File: src/rtl/rover_pkg.sv
`default_nettype none
// ============================================================================
// Package     : rover_pkg
// Description : Definitions shared between the IR command receiver and the
//               rover motor sequencer. It covers the motion-command field
//               split, the frame geometry, the frame FSM state encoding and
//               the burst classification codes.
// Revision    : 1.0 - initial release
// ============================================================================
package rover_pkg;

    // Motion command layout: [11:7] angle, [6:0] distance
    localparam int CMD_WIDTH  = 12;
    localparam int FRAME_BITS = 12;
    localparam int ANGLE_MSB  = 11;
    localparam int ANGLE_LSB  = 7;
    localparam int DIST_MSB   = 6;

    // Frame FSM state encoding
    localparam logic [2:0] ST_IDLE  = 3'd0;
    localparam logic [2:0] ST_GAP   = 3'd1;
    localparam logic [2:0] ST_BIT   = 3'd2;
    localparam logic [2:0] ST_DONE  = 3'd3;
    localparam logic [2:0] ST_ABORT = 3'd4;

    // Classification of a completed burst by its measured length
    typedef enum logic [1:0] {
        CLS_BAD   = 2'd0,
        CLS_ZERO  = 2'd1,
        CLS_ONE   = 2'd2,
        CLS_START = 2'd3
    } pulse_class_t;

endpackage : rover_pkg
`default_nettype wire

File: src/rtl/ir_command_receiver_if.sv
`default_nettype none
// ============================================================================
// Interface   : ir_command_receiver_if
// Description : Groups the signals of the IR command receiver.
//               ir_in_n       - raw sensor output, low while a carrier is seen
//               command       - last valid decoded command
//               command_ready - one-cycle strobe when command updates
//               frame_error   - one-cycle strobe when a frame is aborted
//               The master modport is the sensor/consumer side. The slave
//               modport is the receiver.
// Revision    : 1.0 - initial release
// ============================================================================
interface ir_command_receiver_if;
    import rover_pkg::*;

    logic                 ir_in_n;
    logic [CMD_WIDTH-1:0] command;
    logic                 command_ready;
    logic                 frame_error;

    modport master (
        output ir_in_n,
        input  command,
        input  command_ready,
        input  frame_error
    );

    modport slave (
        input  ir_in_n,
        output command,
        output command_ready,
        output frame_error
    );

endinterface : ir_command_receiver_if
`default_nettype wire

File: src/rtl/ir_pulse_timer.sv
`default_nettype none
// ============================================================================
// Module      : ir_pulse_timer
// Description : Front end of the IR receiver. It synchronizes the raw sensor,
//               detects burst edges and measures burst and gap lengths with a
//               saturating half-rate counter. It classifies each burst as it
//               ends.
// Ports       : clock, reset                - system clock, sync reset
//               ir_in_n_i                   - raw asynchronous sensor input
//               burst_o                     - synchronized carrier-present
//               burst_start_o/burst_end_o   - single-cycle edge strobes
//               class_o                     - class of the current length
//               gap_timeout_o/burst_timeout_o - length limit exceeded
// Revision    : 1.0 - initial release
// ============================================================================
module ir_pulse_timer
    import rover_pkg::*;
#(
    parameter int UNIT_CYCLES = 16200
) (
    input  wire logic   clock,
    input  wire logic   reset,
    input  wire logic   ir_in_n_i,
    output logic        burst_o,
    output logic        burst_start_o,
    output logic        burst_end_o,
    output pulse_class_t class_o,
    output logic        gap_timeout_o,
    output logic        burst_timeout_o
);

    localparam int CNT_W = 17;

    // The counter advances every other cycle, so one unit U spans
    // UNIT_CYCLES/2 counts. Every threshold below is written in counts.
    localparam logic [CNT_W-1:0] START_MIN = CNT_W'(3 * UNIT_CYCLES / 2);
    localparam logic [CNT_W-1:0] START_MAX = CNT_W'(5 * UNIT_CYCLES / 2);
    localparam logic [CNT_W-1:0] ONE_MIN   = CNT_W'(3 * UNIT_CYCLES / 4);
    localparam logic [CNT_W-1:0] ONE_LIM   = CNT_W'(5 * UNIT_CYCLES / 4);
    localparam logic [CNT_W-1:0] ZERO_MIN  = CNT_W'(UNIT_CYCLES / 4);
    localparam logic [CNT_W-1:0] ZERO_LIM  = CNT_W'(3 * UNIT_CYCLES / 4);
    localparam logic [CNT_W-1:0] GAP_MAX   = CNT_W'(UNIT_CYCLES);
    localparam logic [CNT_W-1:0] BURST_MAX = CNT_W'(5 * UNIT_CYCLES / 2);

    logic             sync1_q, sync2_q;
    logic             burst_q;
    logic [CNT_W-1:0] cnt_q, cnt_d;
    logic             phase_q, phase_d;
    logic             edge_w;

    assign burst_o       = ~sync2_q;
    assign burst_start_o =  burst_o & ~burst_q;
    assign burst_end_o   = ~burst_o &  burst_q;
    assign edge_w        = burst_start_o | burst_end_o;

    // The synchronizer resets to the idle (no carrier) level, so leaving
    // reset never produces a spurious edge.
    always_ff @(posedge clock) begin
        if (reset) begin
            sync1_q <= 1'b1;
            sync2_q <= 1'b1;
            burst_q <= 1'b0;
            cnt_q   <= '0;
            phase_q <= 1'b0;
        end else begin
            sync1_q <= ir_in_n_i;
            sync2_q <= sync1_q;
            burst_q <= burst_o;
            cnt_q   <= cnt_d;
            phase_q <= phase_d;
        end
    end

    always_comb begin
        cnt_d   = cnt_q;
        phase_d = ~phase_q;
        if (edge_w) begin
            cnt_d   = '0;
            phase_d = 1'b0;
        end else if (phase_q && (cnt_q != {CNT_W{1'b1}})) begin
            cnt_d = cnt_q + 1'b1;
        end
    end

    // The START and ONE ranges do not overlap, so the order of the tests
    // only matters for readability.
    always_comb begin
        class_o = CLS_BAD;
        if ((cnt_q >= START_MIN) && (cnt_q <= START_MAX)) begin
            class_o = CLS_START;
        end else if ((cnt_q >= ONE_MIN) && (cnt_q < ONE_LIM)) begin
            class_o = CLS_ONE;
        end else if ((cnt_q >= ZERO_MIN) && (cnt_q < ZERO_LIM)) begin
            class_o = CLS_ZERO;
        end
    end

    // These compare the raw count only. The consumer qualifies them with
    // the burst level, because the count means gap or burst length
    // depending on that level.
    assign gap_timeout_o   = (cnt_q > GAP_MAX);
    assign burst_timeout_o = (cnt_q > BURST_MAX);

endmodule : ir_pulse_timer
`default_nettype wire

File: src/rtl/ir_command_receiver.sv
`default_nettype none
// ============================================================================
// Module      : ir_command_receiver
// Description : Decodes pulse-width IR frames into 12-bit motion commands.
//               A frame is a start burst followed by 12 data bits, LSB first.
//               Valid frames update command and pulse command_ready. Frames
//               aborted part way through pulse frame_error.
// Ports       : clock - system clock
//               reset - synchronous, active-high
//               bus   - slave side of ir_command_receiver_if
//                       (ir_in_n in, command/command_ready/frame_error out)
// Revision    : 1.0 - initial release
// ============================================================================
module ir_command_receiver
    import rover_pkg::*;
#(
    parameter int UNIT_CYCLES = 16200
) (
    input  wire logic             clock,
    input  wire logic             reset,
    ir_command_receiver_if.slave  bus
);

    logic         burst_w, burst_start_w, burst_end_w;
    logic         gap_timeout_w, burst_timeout_w;
    pulse_class_t class_w;

    logic [2:0]           state_q, state_d;
    logic [CMD_WIDTH-1:0] shift_q, shift_d;
    logic [3:0]           bit_cnt_q, bit_cnt_d;
    logic [CMD_WIDTH-1:0] command_q, command_d;
    logic                 ready_q, ready_d;
    logic                 error_q, error_d;

    ir_pulse_timer #(
        .UNIT_CYCLES (UNIT_CYCLES)
    ) u_timer (
        .clock           (clock),
        .reset           (reset),
        .ir_in_n_i       (bus.ir_in_n),
        .burst_o         (burst_w),
        .burst_start_o   (burst_start_w),
        .burst_end_o     (burst_end_w),
        .class_o         (class_w),
        .gap_timeout_o   (gap_timeout_w),
        .burst_timeout_o (burst_timeout_w)
    );

    // State, shift register and bit count
    always_ff @(posedge clock) begin
        if (reset) begin
            state_q   <= ST_IDLE;
            shift_q   <= '0;
            bit_cnt_q <= '0;
        end else begin
            state_q   <= state_d;
            shift_q   <= shift_d;
            bit_cnt_q <= bit_cnt_d;
        end
    end

    // Next state
    always_comb begin
        state_d   = state_q;
        shift_d   = shift_q;
        bit_cnt_d = bit_cnt_q;
        case (state_q)
            ST_IDLE: begin
                // Bursts that are not START-length are ignored here without
                // raising an error.
                if (burst_end_w && (class_w == CLS_START)) begin
                    state_d   = ST_GAP;
                    shift_d   = '0;
                    bit_cnt_d = '0;
                end
            end
            ST_GAP: begin
                if (burst_start_w) begin
                    state_d = ST_BIT;
                end else if (!burst_w && gap_timeout_w) begin
                    state_d = ST_ABORT;
                end
            end
            ST_BIT: begin
                if (burst_end_w) begin
                    // A START-length burst inside a frame counts as BAD.
                    if ((class_w == CLS_ZERO) || (class_w == CLS_ONE)) begin
                        shift_d[bit_cnt_q] = (class_w == CLS_ONE);
                        bit_cnt_d          = bit_cnt_q + 4'd1;
                        state_d = (bit_cnt_q == 4'(FRAME_BITS - 1)) ? ST_DONE : ST_GAP;
                    end else begin
                        state_d = ST_ABORT;
                    end
                end else if (burst_w && burst_timeout_w) begin
                    state_d = ST_ABORT;
                end
            end
            ST_DONE:  state_d = ST_IDLE;
            ST_ABORT: state_d = ST_IDLE;
            default:  state_d = ST_IDLE;
        endcase
    end

    // Outputs: the strobes are decoded from the state and then registered,
    // so ready and error can never be high together.
    always_comb begin
        ready_d   = (state_q == ST_DONE);
        error_d   = (state_q == ST_ABORT);
        command_d = (state_q == ST_DONE) ? shift_q : command_q;
    end

    always_ff @(posedge clock) begin
        if (reset) begin
            command_q <= '0;
            ready_q   <= 1'b0;
            error_q   <= 1'b0;
        end else begin
            command_q <= command_d;
            ready_q   <= ready_d;
            error_q   <= error_d;
        end
    end

    assign bus.command       = command_q;
    assign bus.command_ready = ready_q;
    assign bus.frame_error   = error_q;

endmodule : ir_command_receiver
`default_nettype wire

File: src/flat_wrapper.sv
// flat-port wrapper written by rule: the top's interface ports become plain ports
module ir_command_receiver_flat import rover_pkg::*;
#(
    parameter int UNIT_CYCLES = 16200
)
  (clock, reset, bus_ir_in_n, bus_command, bus_command_ready, bus_frame_error);
  ir_command_receiver_if bus_i ();
  input  wire logic clock;
  input  wire logic reset;
  input wire logic [$bits(bus_i.ir_in_n)-1:0] bus_ir_in_n;
  output wire logic [$bits(bus_i.command)-1:0] bus_command;
  output wire logic [$bits(bus_i.command_ready)-1:0] bus_command_ready;
  output wire logic [$bits(bus_i.frame_error)-1:0] bus_frame_error;
  assign bus_i.ir_in_n = bus_ir_in_n;
  assign bus_command = bus_i.command;
  assign bus_command_ready = bus_i.command_ready;
  assign bus_frame_error = bus_i.frame_error;
  ir_command_receiver #(.UNIT_CYCLES(UNIT_CYCLES)) u_core (.clock(clock), .reset(reset), .bus(bus_i));
endmodule
File: config.mk
export PLATFORM = sky130hd
export DESIGN_NAME = ir_command_receiver_flat
export DESIGN_NICKNAME = d
export VERILOG_FILES = /design/src/rtl/rover_pkg.sv /design/src/rtl/ir_command_receiver_if.sv /design/src/rtl/ir_pulse_timer.sv /design/src/rtl/ir_command_receiver.sv /design/src/flat_wrapper.sv
export SDC_FILE = /design/constraint.sdc
export NUM_CORES = 1
export LEC_CHECK = 0
export ABC_CLOCK_PERIOD_IN_PS = 3200
export BUFFER_PORTS_ARGS = -buffer_cell sky130_fd_sc_hd__clkbuf_2
export CELL_PAD_IN_SITES_DETAIL_PLACEMENT = 0
export CELL_PAD_IN_SITES_GLOBAL_PLACEMENT = 2
export CORE_MARGIN = 2
export CORE_UTILIZATION = 37
export DETAILED_ROUTE_END_ITERATION = 6
export GPL_ROUTABILITY_DRIVEN = 0
export GPL_TIMING_DRIVEN = 0
export PLACE_DENSITY_LB_ADDON = 0.1
export SETUP_SLACK_MARGIN = 0.15
export SLEW_MARGIN = 20
export SYNTH_ARGS = -nofsm -noshare
export SYNTH_HDL_FRONTEND = slang
export SYNTH_HIERARCHICAL = 1
export SYNTH_SLANG_ARGS = --single-unit
File: constraint.sdc
create_clock -name clock -period 3.2 [get_ports clock]
set_input_delay 0.32 -clock clock [delete_from_list [all_inputs] [get_ports clock]]
set_output_delay 0.32 -clock clock [all_outputs]
set_load 0.005 [all_outputs]
==> flow_summary.yaml, run 1 <==
status:
  outcome: "finished clean"
drt:
  wl_met1_um: 3477
  drt_iter0_drc: 182
  routed_wl_um: 6139
  num_vias: 2250
  wl_met2_um: 2371
  wl_met3_um: 223
  top_layer: "met4"
  firstDrtPassIters: 4
  postRouteAntennaNets: 0
  avgViaCountPerCell: 5.011
  avgRoutedWirePerCell_um: 13.67
  drc_errors: 0
global_routing:
  grt_max_degree: 18
  grt_usage: 0.1598
  overflow: 0
  grt_pass1_vias: 2131
  antenna_found_initial: 0
  grt_pass1_wl_um: 10660
pwr:
  pwr-share-comb: 0.030
  irDropWorstVdd_v: 0.0001560
  p_sw_frac: 0.2088
  cellLeakagePower_nw: 1.184
  p_per_area_nw_per_um2: 405.6
  p_seq_frac: 0.538
  p_sw_mw: 0.2642
  clkPwrFrac: 0.432
  p_int_mw: 1.001
layout:
  drive_above_1_share: 0.1514
  final_util: 0.4324
  nFillCells: 756
  final_cell_count_no_fill: 449
  antenna_cells: 0
  fin_nets: 363
  syn2layout_area_growth_pct: 13.84
setup_path:
  path_cells: "buf_4, nand2_1, a311oi_2, o21ai_0, a22o_1, a21oi_2, ha_1, or2b_2, a211o_1, nor3_2, mux2i_1"
  cp_max_fo: 10
  critPathLaunchType: "flop"
  critPathMaxStageDelay_ns: 0.36
  cp_data_arrival_time_ns: 3.08
  worstSetupEndpointType: "flop"
  crit_type: "flop to flop"
  cp_slowest_cell: "dfxtp_1"
  required_ns: 3.44
logic_synthesis:
  netlist_area_sq_um: 2740
  synth_cells: 324
  synthFlopType: "dfxtp_1"
  synth_nets: 338
  yosysTopAreaCellShare: 0.3945
  yosysWarningCount: 6
  synth_largest_area_cell: "dfxtp_1"
  synthTopCellsByArea: "dfxtp_1, nand2_1, ha_1"
  synth_seq_cells: 54
  synth_common_cells: "dfxtp_1, nand2_1, nor2_1"
  async_reset_ff_frac: 0
  synth_edf_count: 0
  synth.most_common_cell: "dfxtp_1"
  synthDistinctLibCells: 56
  postSynthAreaPerCell_sq_um: 8.457
  seq_area_frac_synth: 0.3945
timing:
  skew_ns: 0.01211
  maxSlewViolCount: 0
  fmax_mhz: 352.5
  tightest_slew_ns: 0.5139
  whs_ns: 0.1837
  final.min_clock_period_ns: 2.837
  post-route-period-util: 0.8865
  setup-tns-final_ns: 0
  slew_headroom: 0.6574
  setup_viol: 0
  rsz0062_at_grt: "no"
  finalHoldViolations: 0
clock_network:
  cts_tree: "done"
  insertion_delay_ns: 0.31
  clkSinkCount: 54
  cts_made_buffers: 5
  cts_htree_levels: 2
  cts_root_buffer: "clkbuf_8"
  clkTransAtPathRegs_ns: 0.10
  cts_buffer_depth: 2
floorplanning:
  die_h_um: 90.06
  core_area_sq_um: 7214
  ios: 17
  chipWidth_um: 90.06
  start_util: 0.3798
  die_area_sq_um: 8110
  fp-row-count: 31
flow_run:
  drv_cap: 0
placement:
  place_hpwl_um: 4461
  io_buffers: 16
  placed_cells: 439
min_path:
  hold_class: "primary input to flop"
-- power groups by stage --
stage	clock, mW	sequential (mW)	combinational, mW
floorplan	0	0.694	0.0269
global placement	0	0.696	0.0397
detailed placement	0	0.696	0.0391
CTS	0.568	0.680	0.0392
global route	0.598	0.682	0.0429
finish	0.547	0.680	0.0384
-- kinds of logic after synthesis --
kind of cell | share of synthesized area
compound gates | 0.1352
mux | 0.02922
xor+xnor | 0.04795
fa+ha+maj | 0.05023
simple gates | 0.2904
buf+inv | 0.05251
flops | 0.3945
-- worst paths after layout --
kind | startpoint | endpoint | slack (ns) | cells after the start
hold / removal | bus_ir_in_n | u_core/u_timer/sync1_q$_SDFF_PP1_ | 0.18 | 2
hold reg to reg | u_core/u_timer/sync1_q$_SDFF_PP1_ | u_core/u_timer/sync2_q$_SDFF_PP1_ | 0.42 | 1
setup reg to reg | u_core/u_timer/cnt_q[3]$_SDFFE_PP0P_ | u_core/shift_q[3]$_SDFFE_PP0P_ | 0.36 | 11
setup / recovery | u_core/u_timer/cnt_q[3]$_SDFFE_PP0P_ | u_core/shift_q[3]$_SDFFE_PP0P_ | 0.36 | 11
-- layout make-up --
cell class / count / area (sq um) / share of cell area
timing repair buffer: 18 / 95.09 / 0.03049
tap: 99 / 123.9 / 0.03971
inverter: 10 / 37.54 / 0.01203
sequential: 54 / 1081 / 0.3466
multi-input combinational: 242 / 1538 / 0.4930
buffer: 18 / 106.4 / 0.03410
clock buffer: 5 / 68.82 / 0.02206
clock inverter: 3 / 68.82 / 0.02206
-- state kept, by name, summed over array words and instances, names as in the netlist --
register,cells
u_core/shift_q,12
u_core/bus.command,12
u_core/u_timer/phase_q,1
u_core/u_timer/cnt_q,17
u_core/state_q,3
u_core/u_timer/sync1_q,1
u_core/u_timer/sync2_q,1
u_core/bus.command_ready,1
u_core/bus.frame_error,1
u_core/bit_cnt_q,4
u_core/u_timer/burst_q,1
-- placed cells by master (no fill, tap or decap), types with 2 or more instances in the layout --
cell       netlist  layout
clkbuf_1         9       9
inv_1           10      10
buf_6            3       3
nand4_1          6       6
nand2b_2         1       2
buf_4            4       6
nand2b_1         5       4
or3_1            3       3
nor4_1           4       4
a21o_1           2       2
or3b_2           2       2
nor2b_1          4       4
nor2_1          28      28
clkbuf_2         0      16
or2_2            3       3
dfxtp_1         54      54
a211oi_1         3       3
nand3_1         17      17
bufinv_16        0       2
clkbuf_8         0       5
nand3b_1         8       8
ha_1            11      11
o21a_1           3       3
mux2i_1          8       8
nor3_1           4       4
a21oi_1         27      26
xnor2_1          8       8
o21ai_0          8       8
and3_1           3       3
a31oi_1          2       2
nand2_1         48      48
xor2_1           7       7
-- worst max-delay path, delay by kind of cell (launching register included) --
family | cells | cell delay (ns)
AOI/OAI and AO/OA | 5 | 1.21
and+or+nand+nor | 3 | 0.64
DFF | 1 | 0.36
muxes | 1 | 0.20
adders and majority gates | 1 | 0.18
buffers and inverters | 1 | 0.17
-- what timing repair did --
action	CTS	global route
resized for setup	0	5
setup buffers	0	2
endpoints found under the setup margin	0	15
hold buffers	0	0
-- layer usage --
metal | vias up | GRT usage
met5 | - | 0
met4 | 0 | 0.04615
met3 | 6 | 0.02850
met2 | 34 | 0.2137
met1 | 1040 | 0.2556
li1 | 1170 | -
-- stage by stage --
stage / instance area, sq um / setup WS, ns / total power, mW
floorplan: 2740 / 0.6434 / 0.7214
global placement: 2944 / 0.3120 / 0.7355
detailed placement: 2944 / 0.3503 / 0.7348
CTS: 3082 / 0.3038 / 1.287
global route: 3119 / 0.1650 / 1.323
finish: 3119 / 0.3631 / 1.265
No activity file was read; power rests on OpenSTA's default activity.
==> run 2, diff against run 1 <==
RECOVER_POWER = 100   (was unset)
==> run 2 against run 1 <==
  * Setup slack improved by 0.017 ns
  * Global-route usage unchanged
  * Final cell count unchanged
  * Total power about the same
  * First-iteration DRC count decreased by 6.6%
  * Die area unchanged
  * Cell area decreased by 0.96%
  * Largest cell class unchanged
  * Largest power group unchanged
  * Highest routed layer unchanged
==> flow_summary.yaml, run 2 (synthesis results as in run 1) <==
floorplanning:
  chipWidth_um: 90.06
  die_area_sq_um: 8110
  fp-row-count: 31
  ios: 17
  start_util: 0.3798
  die_h_um: 90.06
  core_area_sq_um: 7214
status:
  outcome: "finished clean"
drt:
  avgRoutedWirePerCell_um: 13.67
  drt_iter0_drc: 170
  avgViaCountPerCell: 4.993
  firstDrtPassIters: 4
  routed_wl_um: 6136
  drc_errors: 0
  num_vias: 2242
  postRouteAntennaNets: 0
setup_path:
  crit_start: "u_core/u_timer/cnt_q[8]$_SDFFE_PP0P_"
  critPathLaunchType: "flop"
  path_buf_inv: 1
  cp_max_fo: 10
  cp_slowest_cell: "dfxtp_1"
  cp_data_arrival_time_ns: 3.02
  reg2reg_to: "u_core/shift_q[2]$_SDFFE_PP0P_"
  ff2ff_setup_slack_ns: 0.38
  reg2regPathDepth: 11
  critPathTopFamily: "simple AND/OR/NAND/NOR gates"
  worstSetupEndpointType: "flop"
  crit_type: "flop to flop"
  path_cells: "nand4_1, a311oi_2, o21ai_0, a22o_1, a21oi_2, ha_1, nand2_1, or4_1, clkbuf_2, nand3b_2, mux2i_1"
  required_ns: 3.40
  critPathMaxStageDelay_ns: 0.47
  rr_startpoint: "u_core/u_timer/cnt_q[8]$_SDFFE_PP0P_"
placement:
  place_hpwl_um: 4461
  placed_area_sq_um: 2944
  io_buffers: 16
global_routing:
  grt_pass1_vias: 2131
  grt_max_degree: 18
  overflow: 0
  grt_usage: 0.1598
  antenna_found_initial: 0
  grt_pass1_wl_um: 10660
layout:
  syn2layout_area_growth_pct: 12.74
  drive_above_1_share: 0.1257
  antenna_cells: 0
  mostFrequentLayoutCells: "dfxtp_1, nand2_1, nor2_1"
  regArea_sq_um: 1081
  fin_area_sq_um: 3089
  final_common_cell: "dfxtp_1"
  nFillCells: 765
  max_flop_register: "u_core/u_timer/cnt_q"
  final_util: 0.4282
  largest_register_ffs: 17
  fin_nets: 363
  multi_input_area_sq_um: 1516
timing:
  post-route-period-util: 0.8813
  setup_viol: 0
  tightest_slew_ns: 0.5172
  slew_headroom: 0.6507
  maxSlewViolCount: 0
  skew_ns: 0.01224
  rsz0062_at_grt: "no"
  fmax_mhz: 354.6
  final.min_clock_period_ns: 2.820
  finalHoldViolations: 0
  whs_ns: 0.1841
  setup-tns-final_ns: 0
clock_network:
  cts_buffer_depth: 2
  clkSinkCount: 54
  clkTransAtPathRegs_ns: 0.10
  cts_made_buffers: 5
  insertion_delay_ns: 0.31
  cts_htree_levels: 2
  cts_tree: "done"
  cts_root_buffer: "clkbuf_8"
pwr:
  p_int_mw: 1.001
  p_sw_frac: 0.2084
  irDropWorstVdd_v: 0.0001561
  p_per_area_nw_per_um2: 409.3
  pwr-share-comb: 0.030
  p_sw_mw: 0.2635
  cellLeakagePower_nw: 1.115
  p_seq_frac: 0.537
  clkPwrFrac: 0.433
min_path:
  hold_class: "primary input to flop"
  hold_path_startpoint: "bus_ir_in_n"
  min_path_cells: 2
  min_to: "u_core/u_timer/sync1_q$_SDFF_PP1_"
flow_run:
  drv_cap: 0
-- run 2: through the flow --
stage,worst slack [ns],power (mW),std cells
2_1_floorplan,0.6434,0.7214,324
3_3_place_gp,0.3120,0.7355,439
3_5_place_dp,0.3503,0.7348,439
4_1_cts,0.3038,1.287,447
5_1_grt,0.1080,1.322,449
6_report,0.3799,1.264,449
-- run 2: what timing repair did --
action	CTS	global route
setup buffers	0	2
setup endpoints to repair	0	15
hold buffers	0	0
resized for setup	0	5
-- run 2: area by class of cell --
type / count / area share
multi-input cells: 242 / 0.4909
flip-flops and latches: 54 / 0.3499
well taps: 99 / 0.04010
plain buffers: 18 / 0.03443
repair buffers: 18 / 0.02795
clock buffers: 5 / 0.02228
clock inverters: 3 / 0.02228
inverters: 10 / 0.01215
-- run 2: power groups by stage --
stage	logic, mW	registers, mW	clock network, mW
after global placement	0.0397	0.696	0
after floorplan	0.0269	0.694	0
after global routing	0.0424	0.681	0.598
final	0.0379	0.679	0.547
after detailed placement	0.0391	0.696	0
after CTS	0.0392	0.680	0.568
-- run 2: metal layers --
| metal | vias up | share of wire | GRT usage |
|---|---|---|---|
| li1 | 1168 | - | - |
| met1 | 1036 | 0.57 | 0.2556 |
| met2 | 32 | 0.38 | 0.2137 |
| met3 | 6 | 0.037 | 0.02850 |
| met4 | 0 | 0.011 | 0.04615 |
| met5 | - | 0 | 0 |
-- run 2: how the worst max path moves through the flow --
stage	to	cells past startpoint	slack, ns
2_1_floorplan	u_core/shift_q[3]$_SDFFE_PP0P_	11	0.64
3_3_place_gp	u_core/shift_q[3]$_SDFFE_PP0P_	10	0.31
3_5_place_dp	u_core/shift_q[3]$_SDFFE_PP0P_	11	0.35
4_1_cts	u_core/shift_q[3]$_SDFFE_PP0P_	12	0.30
5_1_grt	u_core/shift_q[3]$_SDFFE_PP0P_	12	0.11
6_report	u_core/shift_q[2]$_SDFFE_PP0P_	11	0.38
==> run 3, diff against run 2 <==
CELL_PAD_IN_SITES_GLOBAL_PLACEMENT = 1   (was 2)
CORE_UTILIZATION = 46   (was 37)
==> run 3 against run 2 <==
  * Final cell count is 5.8% lower
  * Critical path type unchanged
  * Sequential cell count did not move
  * First-iteration DRC count down 79%
  * Clock power shrank 29%
  * Global-route usage up 2.7 points
  * Fmax shrank 3.6%
==> flow_summary.yaml, run 3 (synthesis results as in run 1) <==
floorplanning:
  die_area_sq_um: 6590
  chipWidth_um: 81.18
  core_area_sq_um: 5851
  ios: 17
  die_h_um: 81.18
  fp-row-count: 28
  start_util: 0.4683
layout:
  largest_register_ffs: 17
  drive_above_1_share: 0.09770
  mostFrequentLayoutCells: "dfxtp_1, nand2_1, nor2_1"
  final_common_cell: "dfxtp_1"
  fin_nets: 361
  fin_area_sq_um: 2969
  syn2layout_area_growth_pct: 8.356
  max_flop_register: "u_core/u_timer/cnt_q"
  antenna_cells: 0
  final_cell_count_no_fill: 423
  final_util: 0.5075
timing:
  post-route-period-util: 0.9137
  finalHoldViolations: 0
  setup_viol: 0
  rsz0062_at_grt: "no"
  slew_headroom: 0.4699
  fmax_mhz: 342.0
  skew_ns: 0.003512
  final.min_clock_period_ns: 2.924
  maxSlewViolCount: 0
  setup-tns-final_ns: 0
  tightest_slew_ns: 0.7878
clock_network:
  cts_root_buffer: "clkbuf_8"
  clkTransAtPathRegs_ns: 0.09
  insertion_delay_ns: 0.30
  clkSinkCount: 54
  cts_tree: "done"
  ctsHoldBuffers: 0
  cts_resized: 0
  cts_setup_buffers: 0
  cts_buffer_depth: 2
  cts_made_buffers: 5
  cts_htree_levels: 2
drt:
  avgViaCountPerCell: 5.284
  avgRoutedWirePerCell_um: 13.43
  routed_wl_um: 5679
  postRouteAntennaNets: 0
  firstDrtPassIters: 4
  drc_errors: 0
  drt_iter0_drc: 35
  num_vias: 2235
setup_path:
  cp_max_fo: 8
  cp_data_arrival_time_ns: 3.15
  path_cells: "buf_4, nor4b_1, o311ai_0, a211oi_1, nor2_1, o21ai_0, inv_1, ha_1, nand2b_1, a211o_1, nor3_2, mux2i_1"
  cp_slowest_cell: "a211o_1"
  worstSetupEndpointType: "flop"
  crit_type: "flop to flop"
  critPathLaunchType: "flop"
  required_ns: 3.43
  critPathMaxStageDelay_ns: 0.33
placement:
  placed_cells: 415
  place_hpwl_um: 4277
  placed_area_sq_um: 2914
  io_buffers: 16
global_routing:
  grt_pass1_vias: 2101
  antenna_found_initial: 0
  grt_max_degree: 16
  grt_pass1_wl_um: 9584
  grt_usage: 0.1871
  overflow: 0
status:
  outcome: "finished clean"
pwr:
  irDropWorstVdd_v: 0.0002015
  p_per_area_nw_per_um2: 370.8
  power_mw: 1.101
  cellLeakagePower_nw: 1.051
flow_run:
  drv_cap: 0
min_path:
  hold_class: "primary input to flop"
-- run 3: cell types whose count changed in the layout (fill, tap and decap cells not counted), moves of 2 or more --
| cell | previous run | this run |
|---|---|---|
| bufinv_16 | 2 | 0 |
| clkbuf_2 | 10 | 6 |
| clkbuf_1 | 17 | 22 |
| buf_4 | 6 | 4 |
-- run 3: through the flow --
step	hold WS, ns	setup slack [ns]
2_1_floorplan	0.3867	0.6434
3_3_place_gp	0.3907	0.3543
3_5_place_dp	0.3971	0.3685
4_1_cts	0.1910	0.3253
5_1_grt	0.1939	0.07927
6_report	0.1991	0.2760
-- run 3: worst paths after layout --
check	start	endpoint	cells past startpoint	slack [ns]
setup reg to reg	u_core/u_timer/cnt_q[1]$_SDFFE_PP0P_	u_core/shift_q[3]$_SDFFE_PP0P_	12	0.28
setup / recovery	u_core/u_timer/cnt_q[1]$_SDFFE_PP0P_	u_core/shift_q[3]$_SDFFE_PP0P_	12	0.28
hold reg to reg	u_core/u_timer/sync1_q$_SDFF_PP1_	u_core/u_timer/sync2_q$_SDFF_PP1_	1	0.42
hold / removal	bus_ir_in_n	u_core/u_timer/sync1_q$_SDFF_PP1_	2	0.20
-- run 3: layout make-up --
type	instances	area [sq um]
Tap cell	75	93.84
Multi-Input combinational cell	242	1491
Fill cell	605	2882
Inverter	10	37.54
Clock inverter	1	5.005
Sequential cell	54	1082
Buffer	18	106.4
Timing Repair Buffer	16	66.31
Clock buffer	7	86.33
-- run 3: worst max-delay path, delay by kind of cell (launching register included) --
kind / cells / cell delay [ns]
compound gates: 4 / 1.02
simple gates: 4 / 0.78
flops: 1 / 0.32
fa+ha+maj: 1 / 0.30
buf+inv: 2 / 0.24
mux: 1 / 0.19
-- run 3: where the power goes --
group	internal, mW	leakage [nW]	switching [mW]
Sequential	0.676	0.436	0.00334
Clock	0.175	0.0482	0.211
Combinational	0.0115	0.566	0.0249
-- run 3: layer usage --
metal	part of all wire	track usage
met5	0	0
met4	0.022	0.06441
met3	0.023	0.03778
met2	0.49	0.3314
met1	0.47	0.2244
